--- config.mk ---
export PLATFORM = sky130hd
export DESIGN_NAME = keypad_scanner_flat
export DESIGN_NICKNAME = d
export VERILOG_FILES = /design/src/rtl/keypad_pkg.sv /design/src/rtl/keypad_if.sv /design/src/rtl/keypad_col_sync.sv /design/src/rtl/keypad_scanner.sv /design/src/flat_wrapper.sv
export SDC_FILE = /design/constraint.sdc
export NUM_CORES = 1
export LEC_CHECK = 0
export ABC_AREA = 1
export CORE_AREA = 3 3 70 72
export CTS_BUF_LIST = sky130_fd_sc_hd__clkbuf_4 sky130_fd_sc_hd__clkbuf_8
export DETAILED_ROUTE_END_ITERATION = 10
export DIE_AREA = 0 0 73 75
export PLACE_DENSITY = 0.87
export SLEW_MARGIN = 20
export SYNTH_ARGS = -nofsm -noshare
export SYNTH_HDL_FRONTEND = slang
export SYNTH_SLANG_ARGS = --single-unit
--- constraint.sdc ---
create_clock -name clk -period 3.5 [get_ports clk]
set_clock_uncertainty 0.05 [all_clocks]
set_input_delay 1.05 -clock clk [delete_from_list [all_inputs] [get_ports clk]]
set_output_delay 1.05 -clock clk [all_outputs]
set_load 0.1 [all_outputs]
--- src/rtl/keypad_pkg.sv ---
// Shared types and helpers for the 4x4 matrix keypad scanner.
package keypad_pkg;

    localparam int         ROWS       = 4;
    localparam int         COLS       = 4;
    localparam logic [3:0] KEY_RELOCK = 4'hF;

    typedef enum logic [2:0] {
        SCAN,
        DEBOUNCE,
        LOAD,
        STROBE,
        RELEASE
    } scan_state_t;

    typedef struct packed {
        logic       valid;
        logic [1:0] idx;
    } col_hit_t;

    function automatic logic [3:0] enc_key(input logic [1:0] row, input logic [1:0] col);
        return {row, col};
    endfunction

    // A key counts only when exactly one column is pulled low.
    function automatic col_hit_t one_low(input logic [COLS-1:0] col);
        col_hit_t hit;
        int       lows;
        hit  = '0;
        lows = 0;
        for (int c = 0; c < COLS; c++) begin
            if (!col[c]) begin
                lows++;
                hit.idx = 2'(c);
            end
        end
        hit.valid = (lows == 1);
        return hit;
    endfunction

endpackage

--- src/rtl/keypad_if.sv ---
// Keypad-side and controller-side signals of the scanner, grouped as one bundle.
interface keypad_if;
    import keypad_pkg::*;

    logic [COLS-1:0] col_in;
    logic [ROWS-1:0] row_out;
    logic [3:0]      keypad;
    logic            confirm;
    logic            key_down;

    modport master (input col_in, output row_out, keypad, confirm, key_down);
    modport slave  (output col_in, input row_out, keypad, confirm, key_down);

endinterface

--- src/rtl/keypad_col_sync.sv ---
// Two-flop synchroniser for the asynchronous column lines; idles at all-released.
module keypad_col_sync
    import keypad_pkg::*;
(
    input  logic            clk,
    input  logic            reset,
    input  logic [COLS-1:0] d,
    output logic [COLS-1:0] q
);

    logic [COLS-1:0] meta;

    // NOTE: non-blocking assignments make both stages shift on the same edge.
    always_ff @(posedge clk or posedge reset) begin
        if (reset) begin
            meta <= '1;
            q    <= '1;
        end else begin
            meta <= d;
            q    <= meta;
        end
    end

endmodule

--- src/rtl/keypad_scanner.sv ---
// Scans a 4x4 active-low keypad, debounces press and release, and issues one
// confirm strobe with a stable 4-bit code per physical key press.
module keypad_scanner
    import keypad_pkg::*;
#(
    parameter int CLK_DIV        = 50000,
    parameter int DEBOUNCE_SCANS = 10,
    parameter int CONFIRM_WIDTH  = 4
) (
    input logic       clk,
    input logic       reset,
    keypad_if.master  bus
);

    localparam int TICK_W  = (CLK_DIV > 1) ? $clog2(CLK_DIV) : 1;
    localparam int DEB_W   = $clog2(DEBOUNCE_SCANS + 1);
    localparam int PULSE_W = $clog2(CONFIRM_WIDTH + 1);

    localparam logic [TICK_W-1:0]  TICK_LAST  = TICK_W'(CLK_DIV - 1);
    localparam logic [DEB_W-1:0]   DEB_LAST   = DEB_W'(DEBOUNCE_SCANS);
    localparam logic [PULSE_W-1:0] PULSE_LAST = PULSE_W'(CONFIRM_WIDTH);

    logic [COLS-1:0]    col_s;
    logic [TICK_W-1:0]  tick;
    logic               sample;
    scan_state_t        state;
    logic [1:0]         row_idx;
    logic [3:0]         code;
    logic [DEB_W-1:0]   deb_cnt;
    logic [DEB_W-1:0]   rel_cnt;
    logic [PULSE_W-1:0] pulse_cnt;
    logic [3:0]         keypad_r;
    logic               confirm_r;
    logic               key_down_r;
    col_hit_t           hit;

    keypad_col_sync u_col_sync (
        .clk   (clk),
        .reset (reset),
        .d     (bus.col_in),
        .q     (col_s)
    );

    assign sample = (tick == TICK_LAST);
    assign hit    = one_low(col_s);

    always_ff @(posedge clk or posedge reset) begin
        if (reset) begin
            tick <= '0;
        end else if (sample) begin
            tick <= '0;
        end else begin
            tick <= tick + TICK_W'(1);
        end
    end

    // Row stays frozen from first detection until the release is debounced.
    always_ff @(posedge clk or posedge reset) begin
        if (reset) begin
            state      <= SCAN;
            row_idx    <= '0;
            code       <= '0;
            deb_cnt    <= '0;
            rel_cnt    <= '0;
            pulse_cnt  <= '0;
            keypad_r   <= '0;
            confirm_r  <= 1'b0;
            key_down_r <= 1'b0;
        end else begin
            case (state)
                SCAN: begin
                    if (sample) begin
                        if (hit.valid) begin
                            code <= enc_key(row_idx, hit.idx);
                            if (DEB_LAST == DEB_W'(1)) begin
                                state <= LOAD;
                            end else begin
                                deb_cnt <= DEB_W'(1);
                                state   <= DEBOUNCE;
                            end
                        end else begin
                            row_idx <= row_idx + 2'd1;
                        end
                    end
                end

                DEBOUNCE: begin
                    if (sample) begin
                        if (hit.valid && (hit.idx == code[1:0])) begin
                            deb_cnt <= deb_cnt + DEB_W'(1);
                            if ((deb_cnt + DEB_W'(1)) == DEB_LAST) begin
                                state <= LOAD;
                            end
                        end else begin
                            deb_cnt <= '0;
                            row_idx <= row_idx + 2'd1;
                            state   <= SCAN;
                        end
                    end
                end

                LOAD: begin
                    keypad_r   <= code;
                    key_down_r <= 1'b1;
                    pulse_cnt  <= '0;
                    deb_cnt    <= '0;
                    rel_cnt    <= '0;
                    state      <= STROBE;
                end

                STROBE: begin
                    if (pulse_cnt == PULSE_LAST) begin
                        confirm_r <= 1'b0;
                        state     <= RELEASE;
                    end else begin
                        confirm_r <= 1'b1;
                        pulse_cnt <= pulse_cnt + PULSE_W'(1);
                    end
                end

                RELEASE: begin
                    if (sample) begin
                        if (col_s == '1) begin
                            if ((rel_cnt + DEB_W'(1)) == DEB_LAST) begin
                                rel_cnt    <= '0;
                                key_down_r <= 1'b0;
                                row_idx    <= row_idx + 2'd1;
                                state      <= SCAN;
                            end else begin
                                rel_cnt <= rel_cnt + DEB_W'(1);
                            end
                        end else begin
                            rel_cnt <= '0;
                        end
                    end
                end

                default: state <= SCAN;
            endcase
        end
    end

    assign bus.row_out  = ~(ROWS'(1) << row_idx);
    assign bus.keypad   = keypad_r;
    assign bus.confirm  = confirm_r;
    assign bus.key_down = key_down_r;

endmodule

--- src/flat_wrapper.sv ---
// flat-port wrapper written by rule: the top's interface ports become plain ports
module keypad_scanner_flat import keypad_pkg::*;
#(
    parameter int CLK_DIV        = 50000,
    parameter int DEBOUNCE_SCANS = 10,
    parameter int CONFIRM_WIDTH  = 4
)
  (clk, reset, bus_col_in, bus_row_out, bus_keypad, bus_confirm, bus_key_down);
  keypad_if bus_i ();
  input logic clk;
  input logic reset;
  input wire logic [$bits(bus_i.col_in)-1:0] bus_col_in;
  output wire logic [$bits(bus_i.row_out)-1:0] bus_row_out;
  output wire logic [$bits(bus_i.keypad)-1:0] bus_keypad;
  output wire logic [$bits(bus_i.confirm)-1:0] bus_confirm;
  output wire logic [$bits(bus_i.key_down)-1:0] bus_key_down;
  assign bus_i.col_in = bus_col_in;
  assign bus_row_out = bus_i.row_out;
  assign bus_keypad = bus_i.keypad;
  assign bus_confirm = bus_i.confirm;
  assign bus_key_down = bus_i.key_down;
  keypad_scanner #(.CLK_DIV(CLK_DIV), .DEBOUNCE_SCANS(DEBOUNCE_SCANS), .CONFIRM_WIDTH(CONFIRM_WIDTH)) u_core (.clk(clk), .reset(reset), .bus(bus_i));
endmodule
==> results of run 1 <==
## layout make-up
class / instances / area (sq um) / share of cell area
repair buffers: 16 / 133 / 0.0431
clock buffers: 7 / 96.3 / 0.0313
clock inverters: 1 / 8.76 / 0.00285
multi-input cells: 237 / 1320 / 0.427
well taps: 52 / 65.1 / 0.0211
inverters: 53 / 199 / 0.0646
flip-flops and latches: 50 / 1260 / 0.410
## how the worst max path moves through the flow
stage                           start                 to  cells after the start
6_report            u_core.row_idx[0]     bus_row_out[2]                      4
2_1_floorplan       u_core.row_idx[0]     bus_row_out[0]                      3
3_3_place_gp   u_core.u_col_sync.q[1]  u_core.row_idx[1]                     16
5_1_grt        u_core.u_col_sync.q[1]  u_core.deb_cnt[3]                     16
3_5_place_dp   u_core.u_col_sync.q[1]  u_core.row_idx[1]                     16
4_1_cts             u_core.row_idx[0]     bus_row_out[2]                      4
## synth_stat cells (all sizes together)
library cell	number	area share
a21oi	5	0.0090
a31oi	1	0.0022
buf	1	0.0018
clkbuf	1	0.0013
dfrtp	42	0.38
dfstp	8	0.076
ha	15	0.067
inv	53	0.071
nand2	97	0.14
nand3	25	0.051
nand3b	3	0.013
nand4	8	0.020
nor2	37	0.059
nor3	4	0.0072
nor3b	1	0.0045
nor4	1	0.0022
o21a	1	0.0027
o21ai	23	0.045
o21bai	1	0.0027
o31ai	2	0.0072
or2	4	0.0090
xnor2	3	0.012
xor2	6	0.019
## report_power, final
part / switching (uW) / internal, uW
Sequential: 3.98 / 586
Combinational: 34.3 / 17.3
Clock: 188 / 181
## metrics by stage
step	instance area [sq um]	setup WS [ps]	hold WS, ps	total power, uW	utilization
global placement	2970	1180	296	650	0.683
detailed placement	2970	1060	297	653	0.683
floorplan	2780	1170	295	637	-
global route	3080	823	315	1060	0.707
CTS	3080	1030	310	1020	0.707
finish	3080	1040	309	1010	0.707
## critical path, delay by kind of cell (launching register included)
family                     cells  cell delay, ps
adders and majority gates      1             210
buffers and inverters          3             440
DFF                            1             400
## logic make-up after synthesis
kind of cell | synth area share
xor+xnor | 0.0310
simple gates | 0.305
fa+ha+maj | 0.0674
flops | 0.453
compound gates | 0.0692
buf+inv | 0.0746
## state kept, by name, indices dropped and copies added (netlist names)
signal                  cells
u_core.bus.confirm          1
u_core.bus.key_down         1
u_core.bus.keypad           4
u_core.code                 4
u_core.deb_cnt              4
u_core.pulse_cnt            3
u_core.rel_cnt              4
u_core.row_idx              2
u_core.state                3
u_core.tick                16
u_core.u_col_sync.meta      4
u_core.u_col_sync.q         4
## layer usage
| metal | part of all wire | GRT usage |
|---|---|---|
| met3 | 0.035 | 0.0441 |
| met5 | 0 | 0 |
| met1 | 0.46 | 0.273 |
| met2 | 0.49 | 0.366 |
| met4 | 0.015 | 0.0738 |
## cells in the final DEF, fill, tap and decap left out, types with 2 or more instances in the layout
master	instances
nor3_1	4
xnor2_1	2
nand3b_1	2
o21ai_1	15
or2_2	2
nor2_1	31
buf_4	11
xor2_1	6
inv_1	42
nand2_4	2
nand3_1	23
ha_1	15
nand2_1	92
nand4_1	7
nor2_2	4
o21ai_0	7
clkdlybuf4s50_1	5
clkbuf_8	7
inv_2	11
dfstp_2	8
nor2_4	2
dfrtp_1	42
a21oi_1	5
nand2_2	3
==> summary.md, run 1 <==
| Metric | Value |
|---|---|
| Largest net degree at the start of global routing | 51 |
| Clock Tree Buf Depth | 2 |
| Critical Path Start Type | register |
| Reg-to-Reg Start | u_core.u_col_sync.q[1] |
| Die Area | 0.00548 sq mm |
| Register area share after synthesis | 0.453 |
| Drt via density | 5.25 |
| CP max stage cell | dfrtp_1 |
| CP endpoint kind | primary output |
| Final setup violation count | 0 |
| Hold_sp | u_core.u_col_sync.meta[3] |
| Mapped Avg Cell Area | 8.14 sq um |
| Min Clock Period, post-route | 2460 ps |
| Register-to-register setup slack | 1040 ps |
| IO Count | 16 |
| GRT Util Overall | 0.215 |
| Diodes inserted | 0 |
| Vias | 2185 |
| Filler Cell Count | 336 |
| Unrepaired setup endpoints after global routing | no |
| Fin cells | 416 |
| Yosys cell types | 38 |
| Total grt overflow | 0 |
| Worst r2r path cells | 16 |
| Post-DP HPWL | 3790 um |
| Post-Syn Nets | 363 |
| Worst slew margin | 0.586 |
| Detailed-route wire length per cell | 12.2 um |
| Root buffer cell | clkbuf_8 |
| Postcts setup bufs | 0 |
| Worst slew pin tran | 620 ps |
| CTS Hold Bufs | 0 |
| Routed Antenna Nets | 0 |
| Leak Pwr | 0.00158 uW |
| First-pass iteration count of the detailed router | 5 |
| Hold Path Sink | u_core.u_col_sync.q[3] |
| Worst vdd ir | 271 uV |
| Dpl cells | 408 |
| Clock-pin slew on the worst setup and hold paths | 90 ps |
| Status | complete, no violations |
| Fmax achieved | 407 MHz |
| Worst reg2reg path endpoint | u_core.row_idx[1] |
| Area grow syn2layout | 10.6% |
| Drt total wl | 5090 um |
| Die X | 73 um |
| CTS buffer count | 5 |
| Worst-path cell chain | inv_1 > ha_1 > inv_1 > buf_4 |
| Power Density | 328 mW/mm^2 |
| Slew Viols, Final | 0 |
| First-pass GRT wire length | 9090 um |
| Starting density of the core | 0.639 |
| Cts repair resizes | 0 |
| Final net count | 384 |
| Final setup TNS | 0 ps |
| Setup CP Type | reg -> out |
| Synth warn | 0 |
| Fraction of layout cells with a size suffix above 1 | 0.162 |
| Final hold vios | 0 |
| CP dominant cell by count | inv_1 |
| CTS H-Tree Depth | 2 |
| Crit path DAT | 1360 ps |
| Fin crit share | 0.702 |
| Drt drc | 0 |
| Worst Path Required | 2400 ps |
| Vias in the first global route | 2106 |
| Hold Path Depth | 0 |
| Yosys reg bits | 50 |
| Clock sinks | 50 |
| Max Cap Viol | 0 |
| First DRT Iteration DRCs | 144 |
| Worst hold path type | reg -> reg |
| Die Ht | 75 um |
| Slowest Stage Delay on Critical Path | 400 ps |
| Rows | 24 |
| Post-Syn Area | 0.00278 sq mm |
| Gpl congestion | 0.818 |
| Clk_lat worst skew | 310 ps |
| Core area | 0.00435 sq mm |
| CP Max Fanout | 4 |
| CTS tree | built |
| Port bufs | 15 |
| Synthesized netlist cell count | 342 |
| Initial antenna violation count | 0 |
Note: power is estimated with default switching activity, not from simulation.
==> run 2: changes to the inputs <==
CORE_AREA = 3 3 72 74   (was 3 3 70 72)
DIE_AREA = 0 0 75 77   (was 0 0 73 75)
PLACE_DENSITY = 0.82   (was 0.87)
clock period = 2.29 ns   (was 3.5 ns; I/O delays follow)
==> summary.md, run 2 (synthesis results as in run 1) <==
| Metric | Value |
|---|---|
| Status | finished, violations left |
| Failing checks | negative setup slack |
| Filler Cell Count | 344 |
| CTS buffer count | 5 |
| Gpl congestion | 0.862 |
| Die Area | 0.00578 sq mm |
| Largest net degree at the start of global routing | 26 |
| Max reg flops | 16 |
| Vias | 2285 |
| Clock-pin slew on the worst setup and hold paths | 80 ps |
| Fin crit share | 1.01 |
| Final hold vios | 0 |
| Drt via density | 5.38 |
| CTS tree | built |
| First-pass GRT wire length | 9140 um |
| Worst slew pin tran | 321 ps |
| Vias in the first global route | 2215 |
| Multi-input logic area | 0.00141 sq mm |
| Die X | 75 um |
| Port bufs | 15 |
| Drt drc | 0 |
| Clk_lat worst skew | 310 ps |
| Initial antenna violation count | 0 |
| Area grow syn2layout | 17.3% |
| Post-DP HPWL | 3860 um |
| Setup CP Type | reg -> reg |
| First DRT Iteration DRCs | 115 |
| Slowest Stage Delay on Critical Path | 550 ps |
| Unrepaired setup endpoints after global routing | yes |
| Placed standard-cell area | 0.00306 sq mm |
| Starting density of the core | 0.597 |
| Worst r2r path cells | 15 |
| Hold Path Depth | 0 |
| Commonest cells after routing, fill and taps aside | nand2_1 (85), dfrtp_1 (42), inv_1 (38), nor2_1 (28), nand3_1 (22) |
| Fmax achieved | 431 MHz |
| CP endpoint kind | register |
| Fraction of layout cells with a size suffix above 1 | 0.232 |
| Final setup TNS | -29.0 ps |
| Final setup violation count | 1 |
| Worst Slack Setup Final | -29.0 ps |
| First-pass iteration count of the detailed router | 4 |
| Die Ht | 77 um |
| Clock sinks | 50 |
| Worst vdd ir | 445 uV |
| Total grt overflow | 0 |
| Power Density | 474 mW/mm^2 |
| Worst Path Required | 2470 ps |
| Rows | 25 |
| Post-route cell area | 0.00327 sq mm |
| Clock Tree Buf Depth | 2 |
| Final net count | 391 |
| CP max stage cell | dfstp_2 |
| Max Cap Viol | 0 |
| IO Count | 16 |
| GRT Util Overall | 0.203 |
| Leak Pwr | 0.00164 uW |
| Commonest non-fill, non-tap cell in the layout | nand2_1 |
| Top reg by flops | u_core.tick |
| Worst hold path type | reg -> reg |
| Root buffer cell | clkbuf_8 |
| Worst-path cell chain | inv_2 > ha_4 > inv_2 > nand2_2 > nand2_2 > inv_2 > ha_4 > nand2_4 > xnor2_4 > nand2_4 > nand2_4 > nand3_4 > nor2_4 > nand2_1 > nand2_1 |
| Core area | 0.00466 sq mm |
| Drt total wl | 5470 um |
| Slew Viols, Final | 0 |
| CP Max Fanout | 5 |
| Critical Path Start Type | register |
| Routed Antenna Nets | 0 |
| Worst slew margin | 0.786 |
| Min Clock Period, post-route | 2320 ps |
| Reg area | 0.00126 sq mm |
| Crit path DAT | 2500 ps |
| CTS H-Tree Depth | 2 |
| Detailed-route wire length per cell | 12.9 um |
| Pwr Total | 1550 uW |
| Diodes inserted | 0 |
==> run 2: worst paths after layout <==
path | start | end | slack, ps
worst max-delay path | u_core.u_col_sync.q[1] | u_core.state[0] | -30
worst min-delay path | u_core.u_col_sync.meta[2] | u_core.u_col_sync.q[2] | 310
worst max register to register | u_core.u_col_sync.q[1] | u_core.state[0] | -30
worst min register to register | u_core.u_col_sync.meta[2] | u_core.u_col_sync.q[2] | 310
max in group asynchronous | reset | u_core.u_col_sync.q[1] | 1200
min in group asynchronous | reset | u_core.tick[3] | 690
==> run 2: cell type report <==
cell class	count	share of cell area
clock buffer	7	0.0257
clock inverter	1	0.00230
inverter	53	0.0609
multi-input combinational	237	0.432
sequential	50	0.386
tap	54	0.0207
timing repair buffer	23	0.0720
==> run 2: worst max-delay path: cells and delay by family (launching register included) <==
kind	cells	cell delay [ps]
simple gates	9	840
flops	1	550
fa+ha+maj	2	420
xor+xnor	1	270
buf+inv	3	160
==> run 2: per-stage QoR <==
stage	cells	util	worst slack [ps]	hold WS, ps
finish	425	0.701	-29.0	310
CTS	424	0.684	-7.64	311
detailed placement	414	0.656	-112	299
floorplan	342	-	64.2	295
global placement	414	0.656	7.43	295
global route	425	0.701	-151	317
==> run 2: what timing repair did <==
action,CTS,global route
setup endpoints to repair,13,13
hold buffers,0,0
pin swaps,9,12
setup buffers,2,1
resized for setup,7,18
endpoints found under the hold margin,0,0
==> run 2: layer usage <==
layer	up-vias	global-route usage	wire length [um]
met2	57	0.327	2740
li1	1136	-	-
met5	-	0	0
met3	17	0.0459	236
met1	1075	0.257	2350
met4	0	0.0836	147
==> run 2: where the power goes <==
part	switching [uW]	internal, uW	total, uW
Clock	284	240	524
Sequential	5.94	895	901
Combinational	72.1	52.1	124
Total	362	1190	1550
==> run 3: changes to the inputs <==
CAP_MARGIN = 20   (was default)
clock period = 2.16 ns   (was 2.29 ns; I/O delays follow)
==> summary.md, run 3 (synthesis results as in run 1) <==
| Metric | Value |
|---|---|
| Status | finished, violations left |
| Failing checks | negative setup slack |
| Fin crit share | 1.06 |
| Area grow syn2layout | 23.0% |
| Setup CP Type | reg -> reg |
| Diodes inserted | 0 |
| Die X | 75 um |
| Largest net degree at the start of global routing | 51 |
| Die Ht | 77 um |
| Multi-input logic area | 0.00143 sq mm |
| Slew Viols, Final | 0 |
| CP endpoint kind | register |
| Total grt overflow | 0 |
| Slowest Stage Delay on Critical Path | 550 ps |
| Final hold vios | 0 |
| Filler Cell Count | 332 |
| Leak Pwr | 0.00168 uW |
| Vias | 2328 |
| First-pass GRT wire length | 10100 um |
| Reg area | 0.00126 sq mm |
| First DRT Iteration DRCs | 119 |
| Clock sinks | 50 |
| CP Max Fanout | 5 |
| Worst hold path type | reg -> reg |
| Initial antenna violation count | 0 |
| Final setup violation count | 13 |
| Post-Place Worst Slack | -171 ps |
| Fin util | 0.735 |
| Root buffer cell | clkbuf_8 |
| GRT Util Overall | 0.225 |
| Worst Slack Setup Final | -121 ps |
| First-pass iteration count of the detailed router | 4 |
| Dpl cells | 416 |
| Commonest cells after routing, fill and taps aside | nand2_1 (80), dfrtp_1 (42), inv_1 (37), nor2_1 (28), nand3_1 (23) |
| GRT met1 Usage | 0.290 |
| Final net count | 396 |
| CP bufs+invs | 3 |
| Worst-path cell chain | inv_2 > ha_4 > inv_2 > nand2_2 > nand2_2 > inv_2 > ha_4 > nor2_4 > nand2_2 > o21ai_4 > nand2_4 > nand2_4 > nand3_4 > nor2_4 > nand2_1 > nand2_1 |
| Critical Path Start Type | register |
| Fraction of layout cells with a size suffix above 1 | 0.253 |
| Port bufs | 15 |
| Detailed-route wire length per cell | 13.9 um |
| Gpl congestion | 0.842 |
| Unrepaired setup endpoints after global routing | yes |
| Worst vdd ir | 410 uV |
| Max reg flops | 16 |
| Rows | 25 |
| Fmax achieved | 438 MHz |
| CTS tree | built |
| Clock Tree Buf Depth | 2 |
| Min Clock Period, post-route | 2280 ps |
| Worst slew pin tran | 306 ps |
| Busiest grt layer | met2 |
| Drt total wl | 5960 um |
| Pwr Total | 1640 uW |
| Clk_lat worst skew | 310 ps |
| IO Count | 16 |
| Max Cap Viol | 0 |
| Routed Antenna Nets | 0 |
| Core area | 0.00466 sq mm |
| Starting density of the core | 0.597 |
| CTS buffer count | 5 |
| Delay-heaviest family, CP | simple AND/OR/NAND/NOR gates |
| Power Density | 478 mW/mm^2 |
| Die Area | 0.00578 sq mm |
| Drt drc | 0 |
| Drt via density | 5.41 |
| CTS H-Tree Depth | 2 |
| Commonest non-fill, non-tap cell in the layout | nand2_1 |
| Worst slew margin | 0.794 |
| Vias in the first global route | 2331 |
| Top reg by flops | u_core.tick |
| Post-DP HPWL | 4060 um |
| Clock-pin slew on the worst setup and hold paths | 90 ps |
| CP max stage cell | dfstp_2 |
| GRT met2 Usage | 0.362 |
| Worst Path Required | 2360 ps |
| Met3 Resource Use GR | 0.0472 |
| Fin cells | 430 |
| Crit path DAT | 2480 ps |
==> run 3: cell type report <==
cell class | count | share of cell area
timing repair buffer | 28 | 0.111
clock buffer | 5 | 0.0201
tap | 54 | 0.0197
clock inverter | 3 | 0.00475
inverter | 53 | 0.0581
multi-input combinational | 237 | 0.418
sequential | 50 | 0.368
==> run 3: report_power, final <==
group	switching [uW]	internal, uW
combinational	82.2	71.5
sequential	7.03	949
clock	307	222
==> run 3: per-layer routing <==
| layer | up-vias | share of wire |
|---|---|---|
| met4 | 0 | 0.020 |
| met1 | 1127 | 0.43 |
| met5 | - | 0 |
| met3 | 13 | 0.034 |
| met2 | 43 | 0.52 |
| li1 | 1145 | - |
==> run 3: repair_timing <==
action / in CTS / in global routing
setup buffers: 6 / 1
setup endpoints to repair: 13 / 13
hold buffers: 0 / 0
pin swaps: 16 / 14
resized for setup: 21 / 9
==> run 3: worst paths after layout <==
| check | end | slack, ps | cells past startpoint | from |
|---|---|---|---|---|
| min in group asynchronous | u_core.tick[2] | 650 | 3 | reset |
| min | u_core.u_col_sync.q[0] | 310 | 0 | u_core.u_col_sync.meta[0] |
| max | u_core.state[0] | -120 | 16 | u_core.u_col_sync.q[1] |
| max reg2reg | u_core.state[0] | -120 | 16 | u_core.u_col_sync.q[1] |
| max in group asynchronous | u_core.u_col_sync.q[1] | 1130 | 3 | reset |
| min reg2reg | u_core.u_col_sync.q[0] | 310 | 0 | u_core.u_col_sync.meta[0] |
==> run 3: per-stage QoR <==
step	TNS, ps	instance area (sq um)	hold WS [ps]
2_1_floorplan	0	2800	295
3_3_place_gp	-89.3	3170	295
3_5_place_dp	-1250	3170	297
4_1_cts	-384	3390	310
5_1_grt	-2320	3420	316
6_report	-1060	3420	309
